<file path="config.mk">
export PLATFORM = sky130hd
export DESIGN_NAME = axi_buffer_arb_rab
export DESIGN_NICKNAME = d
export VERILOG_FILES = /design/src/rtl/axi_buffer_arb_rab.sv
export SDC_FILE = /design/constraint.sdc
export NUM_CORES = 1
export LEC_CHECK = 0
export ABC_CLOCK_PERIOD_IN_PS = 2400
export BUFFER_PORTS_ARGS = -buffer_cell sky130_fd_sc_hd__buf_2
export CELL_PAD_IN_SITES_DETAIL_PLACEMENT = 1
export CELL_PAD_IN_SITES_GLOBAL_PLACEMENT = 2
export CORE_MARGIN = 5
export CORE_UTILIZATION = 11
export DETAILED_ROUTE_END_ITERATION = 16
export GPL_TIMING_DRIVEN = 0
export PLACE_DENSITY_LB_ADDON = 0.1
export SYNTH_ARGS = -nofsm -noshare
export SYNTH_HDL_FRONTEND = slang
export SYNTH_SLANG_ARGS = --single-unit
</file>
<file path="constraint.sdc">
create_clock -name clk -period 2.4 [get_ports clk]
set_input_delay 0.48 -clock clk [delete_from_list [all_inputs] [get_ports clk]]
set_output_delay 0.48 -clock clk [all_outputs]
set_load 0.01 [all_outputs]
</file>
<file path="src/rtl/axi_buffer_arb_rab.sv">
// Round-robin burst-locking arbiter feeding one shared RAB buffer channel.
// Pure combinational datapath; the only state is the lock FSM and the rr pointer.
module axi_buffer_arb_rab #(
  parameter  int DATA_WIDTH = 64,
  parameter  int N_PORTS    = 4,
  localparam int ID_WIDTH   = $clog2(N_PORTS)
) (
  input  logic                          clk,
  input  logic                          rstn,
  input  logic [N_PORTS-1:0]            in_valid,
  input  logic [N_PORTS*DATA_WIDTH-1:0] in_data,
  input  logic [N_PORTS-1:0]            in_last,
  output logic [N_PORTS-1:0]            in_ready,
  output logic                          out_valid,
  output logic [DATA_WIDTH-1:0]         out_data,
  output logic                          out_last,
  output logic [ID_WIDTH-1:0]           out_id,
  input  logic                          out_ready
);

  typedef enum logic {
    IDLE,
    LOCKED
  } state_t;

  state_t              state, state_nx;
  logic [ID_WIDTH-1:0] rr_ptr, rr_nx;
  logic [ID_WIDTH-1:0] lock_id, lock_nx;

  logic                scan_found;
  logic [ID_WIDTH-1:0] scan_id;
  logic [ID_WIDTH-1:0] win_id;
  logic                win_valid;
  logic                hs;

  // Explicit compare keeps the pointer in range for non-power-of-2 port counts.
  function automatic logic [ID_WIDTH-1:0] ptr_inc(input logic [ID_WIDTH-1:0] p);
    return (p == ID_WIDTH'(N_PORTS - 1)) ? '0 : p + ID_WIDTH'(1);
  endfunction

  always_comb begin
    int idx;
    idx        = 0;
    scan_found = 1'b0;
    scan_id    = '0;
    for (int k = 0; k < N_PORTS; k++) begin
      idx = int'(rr_ptr) + k;
      if (idx >= N_PORTS) idx = idx - N_PORTS;
      if (!scan_found && in_valid[ID_WIDTH'(idx)]) begin
        scan_found = 1'b1;
        scan_id    = ID_WIDTH'(idx);
      end
    end
  end

  // While locked, the grant ignores every other requester, even across valid gaps.
  always_comb begin
    win_id    = scan_id;
    win_valid = scan_found;
    if (state == LOCKED) begin
      win_id    = lock_id;
      win_valid = in_valid[lock_id];
    end
  end

  always_comb begin
    out_valid        = win_valid;
    out_data         = in_data[int'(win_id)*DATA_WIDTH +: DATA_WIDTH];
    out_last         = in_last[win_id];
    out_id           = win_id;
    in_ready         = '0;
    in_ready[win_id] = out_ready & win_valid;
    hs               = win_valid & out_ready;
  end

  always_comb begin
    state_nx = state;
    rr_nx    = rr_ptr;
    lock_nx  = lock_id;
    case (state)
      IDLE: begin
        if (hs && out_last) begin
          rr_nx = ptr_inc(win_id);
        end else if (out_valid) begin
          state_nx = LOCKED;
          lock_nx  = win_id;
        end
      end
      LOCKED: begin
        if (hs && out_last) begin
          state_nx = IDLE;
          rr_nx    = ptr_inc(lock_id);
        end
      end
      default: state_nx = IDLE;
    endcase
  end

  always_ff @(posedge clk or negedge rstn) begin
    if (!rstn) begin
      state   <= IDLE;
      rr_ptr  <= '0;
      lock_id <= '0;
    end else begin
      state   <= state_nx;
      rr_ptr  <= rr_nx;
      lock_id <= lock_nx;
    end
  end

endmodule
</file>
After elaboration in Yosys (flattened, before gate mapping) --
Index checks and enable logic that the tools add are counted.
Storage, ports and cells: input bits 267, flip-flop bits (word level) 5, output and inout port bits 72, logic and storage cells 83
Operators by class: bitwise operators 4, magnitude comparators 11, shift-type cells 1, equal/unequal tests 4, reductions and logical operators 10, mux-type cells 41, add/sub/neg operators 9
Operator list (count):
- $shiftx A256 B9 Y64 | 1
- $mux W2 | 13
- $mux W1 | 19
- $lt A2 B4 Y1 const B | 4
- $bmux W1 S2 | 6
- $ge A3 B3 Y1 const B | 3
- $sub A2 B1 Y2 const B | 4
- $add A2 B2 Y3 const B | 2
- $lt A2 B3 Y1 const B | 2
- $logic_and A1 B1 Y1 | 5
- $add A2 B1 Y2 const B | 2
- $and A4 B4 Y4 | 1
- $eq A2 B2 Y1 const B | 2
- $pmux W2 S2 | 1
- $add A2 B1 Y3 const B | 1
- $ge A2 B3 Y1 const B | 1
- $logic_not A1 Y1 | 3
- $reduce_and A3 Y1 | 1
- $demux W1 S2 | 1
- $ge A2 B1 Y1 const B | 1
- $ne A2 B1 Y1 const B | 1
- $ne A2 B2 Y1 const B | 1
- $not A1 Y1 | 2
- $pmux W1 S2 | 1
- other kinds (2) | 2

Depth between registers and ports, before layout --
Gate-level depths: netlist of run 1.
depth after elaboration 21, mapped depth 10, depth with buffers taken out 8

Least setup slack after synthesis of run 1 --
Ideal clock, no wire load.
kind input to output, from input in_valid[3], to output in_ready[3], stages 8, path slack -0.183 ns, required time 1.920 ns, path buffers 2, arrival time 2.103 ns, cell sequence or2_1 > o221a_1 > o221ai_1 > nand2_2 > buf_2 > clkbuf_1 > ha_1 > and3_1
On the way: word-level cells in the longest chain between the ends 19, elaborated cells on any way between the ends 37, those cells by class 2 x order compare; 26 x mux; 2 x bitwise; 7 x reduce/logical
RTL lines:
- start: declaration | RTL line 10 | input logic [N_PORTS-1:0] in_valid,
- $bmux W1 S2 | RTL line 49 | if (!scan_found && in_valid[ID_WIDTH'(idx)]) begin
- $mux W1 (implied by the code) (2 in series) | RTL line 49
- $mux W1 | RTL line 49
- $logic_not A1 Y1 | RTL line 49
- $logic_and A1 B1 Y1 | RTL line 49
- $mux W1 | RTL line 49
- $logic_not A1 Y1 | RTL line 49
- $logic_and A1 B1 Y1 | RTL line 49
- [3 not listed]
- $mux W2 (*) | RTL line 49
- $mux W2 (*) | RTL line 60 | if (state == LOCKED) begin
- net out_id[1] | RTL line 17 | output logic [ID_WIDTH-1:0] out_id,
- $lt A2 B3 Y1 (implied by the code) / $ge A2 B1 Y1 (equally long branches) | RTL line 72 | in_ready[win_id] = out_ready & win_valid;
- $logic_and A1 B1 Y1 (implied by the code) | RTL line 72
- $mux W1 (implied by the code) | RTL line 72
- $demux W1 S2 (*) | RTL line 72
- $and A4 B4 Y4 (no source line) (*)
- end: declaration | RTL line 13 | output logic [N_PORTS-1:0] in_ready,
Mark *: on every way through the listed nets, which the timed path passes. The rest lies on a longest branch. The select of a mux whose other input is x is not followed.

Worst setup path in the final report of run 1 --
from input in_valid[1], to output out_data[54]
On the way: word-level cells in the longest chain between the ends 15, elaborated cells on any way between the ends 27, those cells by class 1 x shift; 20 x mux; 6 x reduce/logical
RTL lines:
- $bmux W1 S2 | RTL line 49
- $mux W1 (implied by the code) (2 in series) | RTL line 49
- $mux W1 | RTL line 49
- $logic_not A1 Y1 | RTL line 49
- $logic_and A1 B1 Y1 | RTL line 49
- $mux W1 | RTL line 49
- $logic_not A1 Y1 | RTL line 49
- $logic_and A1 B1 Y1 | RTL line 49
- $mux W1 | RTL line 49
- $logic_not A1 Y1 | RTL line 49
- $logic_and A1 B1 Y1 | RTL line 49
- $mux W2 (*) | RTL line 49
- $mux W2 (*) | RTL line 60
- $shiftx A256 B9 Y64 (*) | RTL line 68 | out_data = in_data[int'(win_id)*DATA_WIDTH +: DATA_WIDTH];
- end: declaration | RTL line 15 | output logic [DATA_WIDTH-1:0] out_data,
Every way passes the cells marked *; elsewhere a longest branch is shown, timed or not. The select of a mux whose other input is x is not followed.

==> flow_summary.json, run 1 <==
{
  "run_status": "finished, violations left",
  "violations_in_the_final_reports": "setup timing",
  "finish.instance_area_um2": 6770,
  "io_buf_count": 338,
  "final_cells": 1150,
  "multi_input_area_um2": 3350,
  "inst_count_dp": 1112,
  "first_pass_grt_wire_length_um": 32000,
  "worst-slew-pin-transition_ps": 459,
  "place.gp.congestion": 0.849,
  "layout.nets": 1131,
  "met1_usage": 0.166,
  "power.share.combinational": 0.939,
  "p_switching_uw": 3610,
  "cts.root.buffer_cell": "clkbuf_16",
  "layout-area-overhead-vs-synth_pct": 168,
  "hold_path.class": "input pin to async pin",
  "clk_transition_reported_paths_ps": 30,
  "synth_enable_flop_cells": 0,
  "worstRegToRegCells": 10,
  "register_area_um2": 126,
  "all_layer_gr_usage": 0.154,
  "cts_made_buffers": 3,
  "vias": 4962,
  "max-vdd-ir-drop_v": 0.000428,
  "globalRouteMet3Util": 0.0464,
  "grt_setup_unrepaired": "true",
  "path_common_cell": "buf_2",
  "fillers": 2807,
  "gr-total-overflow": 0,
  "groute.layer.met2.usage": 0.296,
  "routed_wirelength_um": 22200,
  "synthesis.area_um2": 2520,
  "yosysWarningCount": 0,
  "critPathLaunchType": "input pin",
  "cp_slowest_stage_delay_ps": 240,
  "die_x_um": 162,
  "placed_standard_cell_area_um2": 4990,
  "clock.fmax_mhz": 349,
  "die_height_um": 162,
  "drt_first_iter_violations": 111,
  "power.switching_fraction": 0.489,
  "worst_path_max_delay_cell": "o221a_1",
  "drcViolationCount": 0,
  "fp-row-count": 55,
  "cap_violations": 0,
  "initial_utilization": 0.112,
  "number_of_buffers_added_to_fix_hold_violations_after_cts": 0,
  "finalCoreUtilization": 0.299,
  "ys_dominant_reg_cell": "dfrtp_1",
  "path_max_fanout": 8,
  "synth.yosys.seq_area_share": 0.0496,
  "worst_ep_required_time_ps": 1920,
  "worst-endpoint-arrival_ps": 2380,
  "clock_insertion_delay_at_the_later_pin_of_the_skew_report_ps": 230,
  "finalSetupViolations": 71,
  "power_report.internal_total_uw": 3770,
  "power_frac_clock": 0.038,
  "grt_most_used_layer": "met2",
  "timing.final.hold_violations": 0,
  "p_leak_uw": 0.00327,
  "total_die_area_um2": 26100,
  "timing.max_slew.rel_slack": 0.694,
  "crit_chain": "buf_2, nor2b_1, o221a_1, o221ai_2, nand2_4, buf_6, buf_12, clkbuf_16, nand2_2, and3_4, a31oi_2, buf_2",
  "post_synth.cell_area_avg_um2": 5.16,
  "number_of_antenna_violating_nets_in_the_routed_design": 0,
  "yosys_register_bits": 5,
  "final_critical_delay_including_setup_and_external_delays_ps": 2860,
  "yosys.cell_types.count": 34,
  "mapped_nets": 761,
  "syn-instance-count": 489,
  "finalClockSkew_ps": 1.13,
  "drt_pre_antenna_iters": 4,
  "vias_per_cell": 4.31,
  "htree_num_levels": 1,
  "max-clock-path-buffers": 2,
  "p_seq_frac": 0.023,
  "wl_per_cell_um": 19.3,
  "tritoncts_num_sinks": 5,
  "grt_start_max_net_pins": 13,
  "ys_async_sr_fraction": 1.00,
  "drive_gt1_frac": 0.704,
  "final.setup.worst_slack_ps": -463,
  "hpwlAfterDp_um": 17700,
  "powerDensity_nw_per_um2": 1090,
  "design.portCount": 339,
  "critical_path_class": "input pin to primary output",
  "setup-tns-final_ps": -27740,
  "timing.critical_path.to_type": "primary output",
  "first_global_vias": 5568,
  "core_area_um2": 22600,
  "initial_antenna_violation_count": 7,
  "final_min_period_over_clock_period": 1.19,
  "number_of_max_slew_violations_in_the_final_report": 0,
  "cts_tree": "built"
}
==> area by class of cell <==
class / count / area share
plain buffers: 40 / 0.0684
diodes: 7 / 0.00259
repair buffers: 368 / 0.347
inverters: 7 / 0.00499
clock buffers: 4 / 0.0116
flip-flops and latches: 5 / 0.0187
multi-input cells: 434 / 0.494
well taps: 285 / 0.0527
==> worst paths after layout <==
path	startpoint	endpoint	slack, ps
setup / recovery	in_valid[1]	out_data[54]	-460
hold / removal	rstn	rr_ptr[0]	60
setup reg to reg	rr_ptr[1]	lock_id[0]	-90
hold reg to reg	lock_id[1]	lock_id[1]	610
max in group asynchronous	rstn	rr_ptr[1]	2190
min in group clk	lock_id[1]	lock_id[1]	610
==> metal layers <==
layer,share of wire,routed length [um]
met5,0.0025,56
met4,0.011,247
met3,0.078,1720
met2,0.53,11800
met1,0.38,8350
==> what timing repair did <==
action | in CTS | in global routing
cloned | 6 | 6
buffers inserted | 20 | 2
resized for setup | 167 | 164
hold endpoints to repair | 0 | 0
setup endpoints to repair | 73 | 73
pin swaps | 26 | 62
==> critical path, delay by kind of cell <==
family / cells / cell delay (ps)
buf+inv: 5 / 790
simple gates: 4 / 580
compound gates: 3 / 510
==> metrics by stage <==
stage / setup slack, ps / hold slack, ps / total power, uW
after detailed placement: -982 / 304 / 5050
final: -463 / 59.1 / 7380
after floorplan: -31.8 / 184 / 3070
after global placement: -940 / 301 / 5010
after global routing: -549 / 69.8 / 7890
after CTS: -578 / 67.7 / 6690
==> power by group through the flow <==
stage / registers (uW) / clock network, uW / logic, uW
CTS: 168 / 279 / 6240
global placement: 156 / 0 / 4850
finish: 169 / 278 / 6930
detailed placement: 159 / 0 / 4890
global route: 174 / 291 / 7430
floorplan: 145 / 0 / 2930
==> cell families after synthesis <==
family,after synthesis,share of synthesized area
flip-flops,5,0.0496
AO/OA/AOI/OAI,82,0.210
AND/OR/NAND/NOR,340,0.584
multiplexers,7,0.0396
buffers and inverters,50,0.0917
adder cells (fa/ha/maj),5,0.0248
==> cell usage in the layout (no fill, tap or decap), drive strengths merged, types with 2 or more instances in the layout <==
cell,instances
dfrtp,5
buf,394
and3,68
nand2b,2
mux2i,5
clkbuf,18
diode,7
a31oi,66
nor3,2
o21ai,3
inv,7
a21o,2
ha,5
a21oi,5
nand2,261
==> flip-flops by register name (all words and copies together) (netlist names) <==
register,flops
lock_id,2
state,1
rr_ptr,2
==> synth_stat cells (2+ instances only) <==
cell / number / area share
nand2_1: 260 / 0.39
and3_1: 68 / 0.17
a31oi_1: 66 / 0.16
clkbuf_1: 23 / 0.034
buf_2: 14 / 0.028
a21oi_1: 5 / 0.0099
buf_4: 5 / 0.015
dfrtp_1: 5 / 0.050
ha_1: 5 / 0.025
inv_1: 5 / 0.0074
mux2i_1: 4 / 0.016
o21ai_0: 3 / 0.0059
a21o_1: 2 / 0.0059
inv_2: 2 / 0.0030
nand2b_1: 2 / 0.0050
nor3_1: 2 / 0.0040
Power figures use the tool's default switching activity.
==> run 2: changes to the inputs <==
ABC_CLOCK_PERIOD_IN_PS = 3310   (was 2400)
CORE_UTILIZATION = 13   (was 11)
clock period = 3.31 ns   (was 2.4 ns; I/O delays follow)
==> run 2 against run 1 <==
- the run now ends clean
- critical path type unchanged
- sequential cell count is the same
- wire length decreased by 11%
- critical endpoint is now out_data[38]
- hold slack better by 190 ps
- final cell count decreased by 4.3%
==> flow_summary.json, run 2 (same netlist as run 1, synthesis figures left out) <==
{
  "run_status": "completed",
  "p_leak_uw": 0.00282,
  "place.gp.congestion": 0.777,
  "crit_chain": "buf_4, or2_4, o221a_1, o221ai_2, nand2_4, inv_6, clkbuf_16, buf_2, nand2_1, a31oi_1, buf_2",
  "tritoncts_num_sinks": 5,
  "finalCoreUtilization": 0.253,
  "initial_antenna_violation_count": 6,
  "largestRegisters": "lock_id (2), rr_ptr (2), state (1)",
  "timing.max_slew.rel_slack": 0.689,
  "cts_tree": "built",
  "fp-row-count": 51,
  "vias_per_cell": 4.27,
  "hold_path.class": "input pin to async pin",
  "max-clock-path-buffers": 2,
  "drt_first_iter_violations": 104,
  "clock.fmax_mhz": 312,
  "worst-endpoint-arrival_ps": 2540,
  "crit_cells": 11,
  "worst-slew-pin-transition_ps": 466,
  "clock_insertion_delay_at_the_later_pin_of_the_skew_report_ps": 230,
  "worstReg2RegEnd": "lock_id[0]",
  "path_max_fanout": 10,
  "final_critical_delay_including_setup_and_external_delays_ps": 3210,
  "wl_per_cell_um": 17.9,
  "number_of_antenna_violating_nets_in_the_routed_design": 0,
  "final_cells": 1101,
  "cp_slowest_stage_delay_ps": 260,
  "cts_made_buffers": 3,
  "timing.final.hold_violations": 0,
  "htree_num_levels": 1,
  "initial_utilization": 0.131,
  "reg2reg_from": "rr_ptr[1]",
  "all_layer_gr_usage": 0.162,
  "finalSetupViolations": 0,
  "design.portCount": 339,
  "endpoint": "out_data[38]",
  "die_height_um": 149,
  "grt_setup_unrepaired": "true",
  "number_of_max_slew_violations_in_the_final_report": 0,
  "finish.instance_area_um2": 4870,
  "cp_num_buf_inv": 5,
  "timing.critical_path.to_type": "primary output",
  "timing.reg2reg.setup_slack_ps": 920,
  "cts.root.buffer_cell": "clkbuf_16",
  "layout.nets": 1108,
  "powerDensity_nw_per_um2": 724,
  "drt_pre_antenna_iters": 4,
  "final_min_period_over_clock_period": 0.969,
  "critical_path_class": "input pin to primary output",
  "clk_transition_reported_paths_ps": 30,
  "number_of_buffers_added_to_fix_hold_violations_after_cts": 0,
  "critPathTopFamily": "buffers and inverters",
  "timing.critical_path.from": "in_valid[3]",
  "layout_commonest_cell": "buf_2",
  "die_x_um": 149,
  "total_die_area_um2": 22300,
  "cap_violations": 0,
  "finalClockSkew_ps": 1.72,
  "critPathLaunchType": "input pin",
  "grt_start_max_net_pins": 13,
  "placed_standard_cell_area_um2": 4550,
  "vias": 4699,
  "layout-area-overhead-vs-synth_pct": 92.9,
  "routed_wirelength_um": 19700,
  "io_buf_count": 338,
  "worst_path_max_delay_cell": "or2_4",
  "worstRegToRegCells": 7,
  "drcViolationCount": 0,
  "final_cell_mix": "buf_2, nand2_1, and3_1",
  "drive_gt1_frac": 0.481,
  "hpwlAfterDp_um": 16800,
  "first_pass_grt_wire_length_um": 28600,
  "inst_count_dp": 1092,
  "worst_ep_required_time_ps": 2650,
  "first_global_vias": 5152,
  "core_area_um2": 19300,
  "gr-total-overflow": 0,
  "fillers": 2621,
  "max-vdd-ir-drop_v": 0.000190,
  "path_common_cell": "buf_2"
}
-- run 2: cell count changes in the layout (fill, tap and decap cells not counted), moves of 13 or more --
cell and delta:
a31oi_1 +58, a31oi_2 -36, a31oi_4 -22, and3_1 +46, and3_4 -46, buf_2 +26
buf_6 -37, clkbuf_2 +15, nand2_1 +59, nand2_2 -46, nand2_4 -13
-- run 2: worst register-to-register path: cells and delay by family, from the launching register on --
family,cells,cell delay (ps)
and+or+nand+nor,2,330
muxes,3,940
DFF,1,440
AOI/OAI and AO/OA,2,580
-- run 2: cell type report --
type | instances | area, um2 | share of cell area
timing repair buffer | 342 | 1760 | 0.361
clock buffer | 4 | 78.8 | 0.0162
buffer | 43 | 310 | 0.0637
sequential | 5 | 125 | 0.0257
inverter | 7 | 31.3 | 0.00642
antenna | 1 | 2.50 | 0.000514
multi-input combinational | 434 | 2230 | 0.458
tap | 265 | 332 | 0.0681
-- run 2: per-stage QoR --
stage / total power, uW / hold WS (ps) / setup slack (ps) / TNS, ps
4_1_cts: 3500 / 251 / -4.23 / -9.84
3_5_place_dp: 3200 / 493 / -342 / -13560
2_1_floorplan: 1850 / 366 / 363 / 0
5_1_grt: 3900 / 259 / -10.9 / -32.9
6_report: 3530 / 249 / 104 / 0
3_3_place_gp: 3170 / 493 / -284 / -10020
-- run 2: worst min-delay path by stage --
stage | startpoint | to
5_1_grt | rstn | state
3_3_place_gp | rstn | rr_ptr[0]
4_1_cts | rstn | state
3_5_place_dp | rstn | rr_ptr[0]
6_report | rstn | state
2_1_floorplan | rstn | lock_id[0]
-- run 2: per-layer routing --
metal | up-vias | global-route usage | share of wire
met5 | - | 0 | 0.0023
met4 | 8 | 0.0188 | 0.0078
met3 | 16 | 0.0586 | 0.10
met2 | 208 | 0.307 | 0.51
met1 | 2108 | 0.178 | 0.38
li1 | 2359 | - | -
-- run 2: where the power goes --
part / internal [uW] / switching (uW)
Sequential: 84.7 / 32.9
Clock: 160 / 41.9
Combinational: 1330 / 1880
-- run 2: what timing repair did --
action | 4_1_cts | 5_1_grt
endpoints found under the setup margin | 69 | 61
setup buffers | 1 | 1
pin swaps | 1 | 2
gates cloned | 0 | 2
resized for setup | 33 | 37
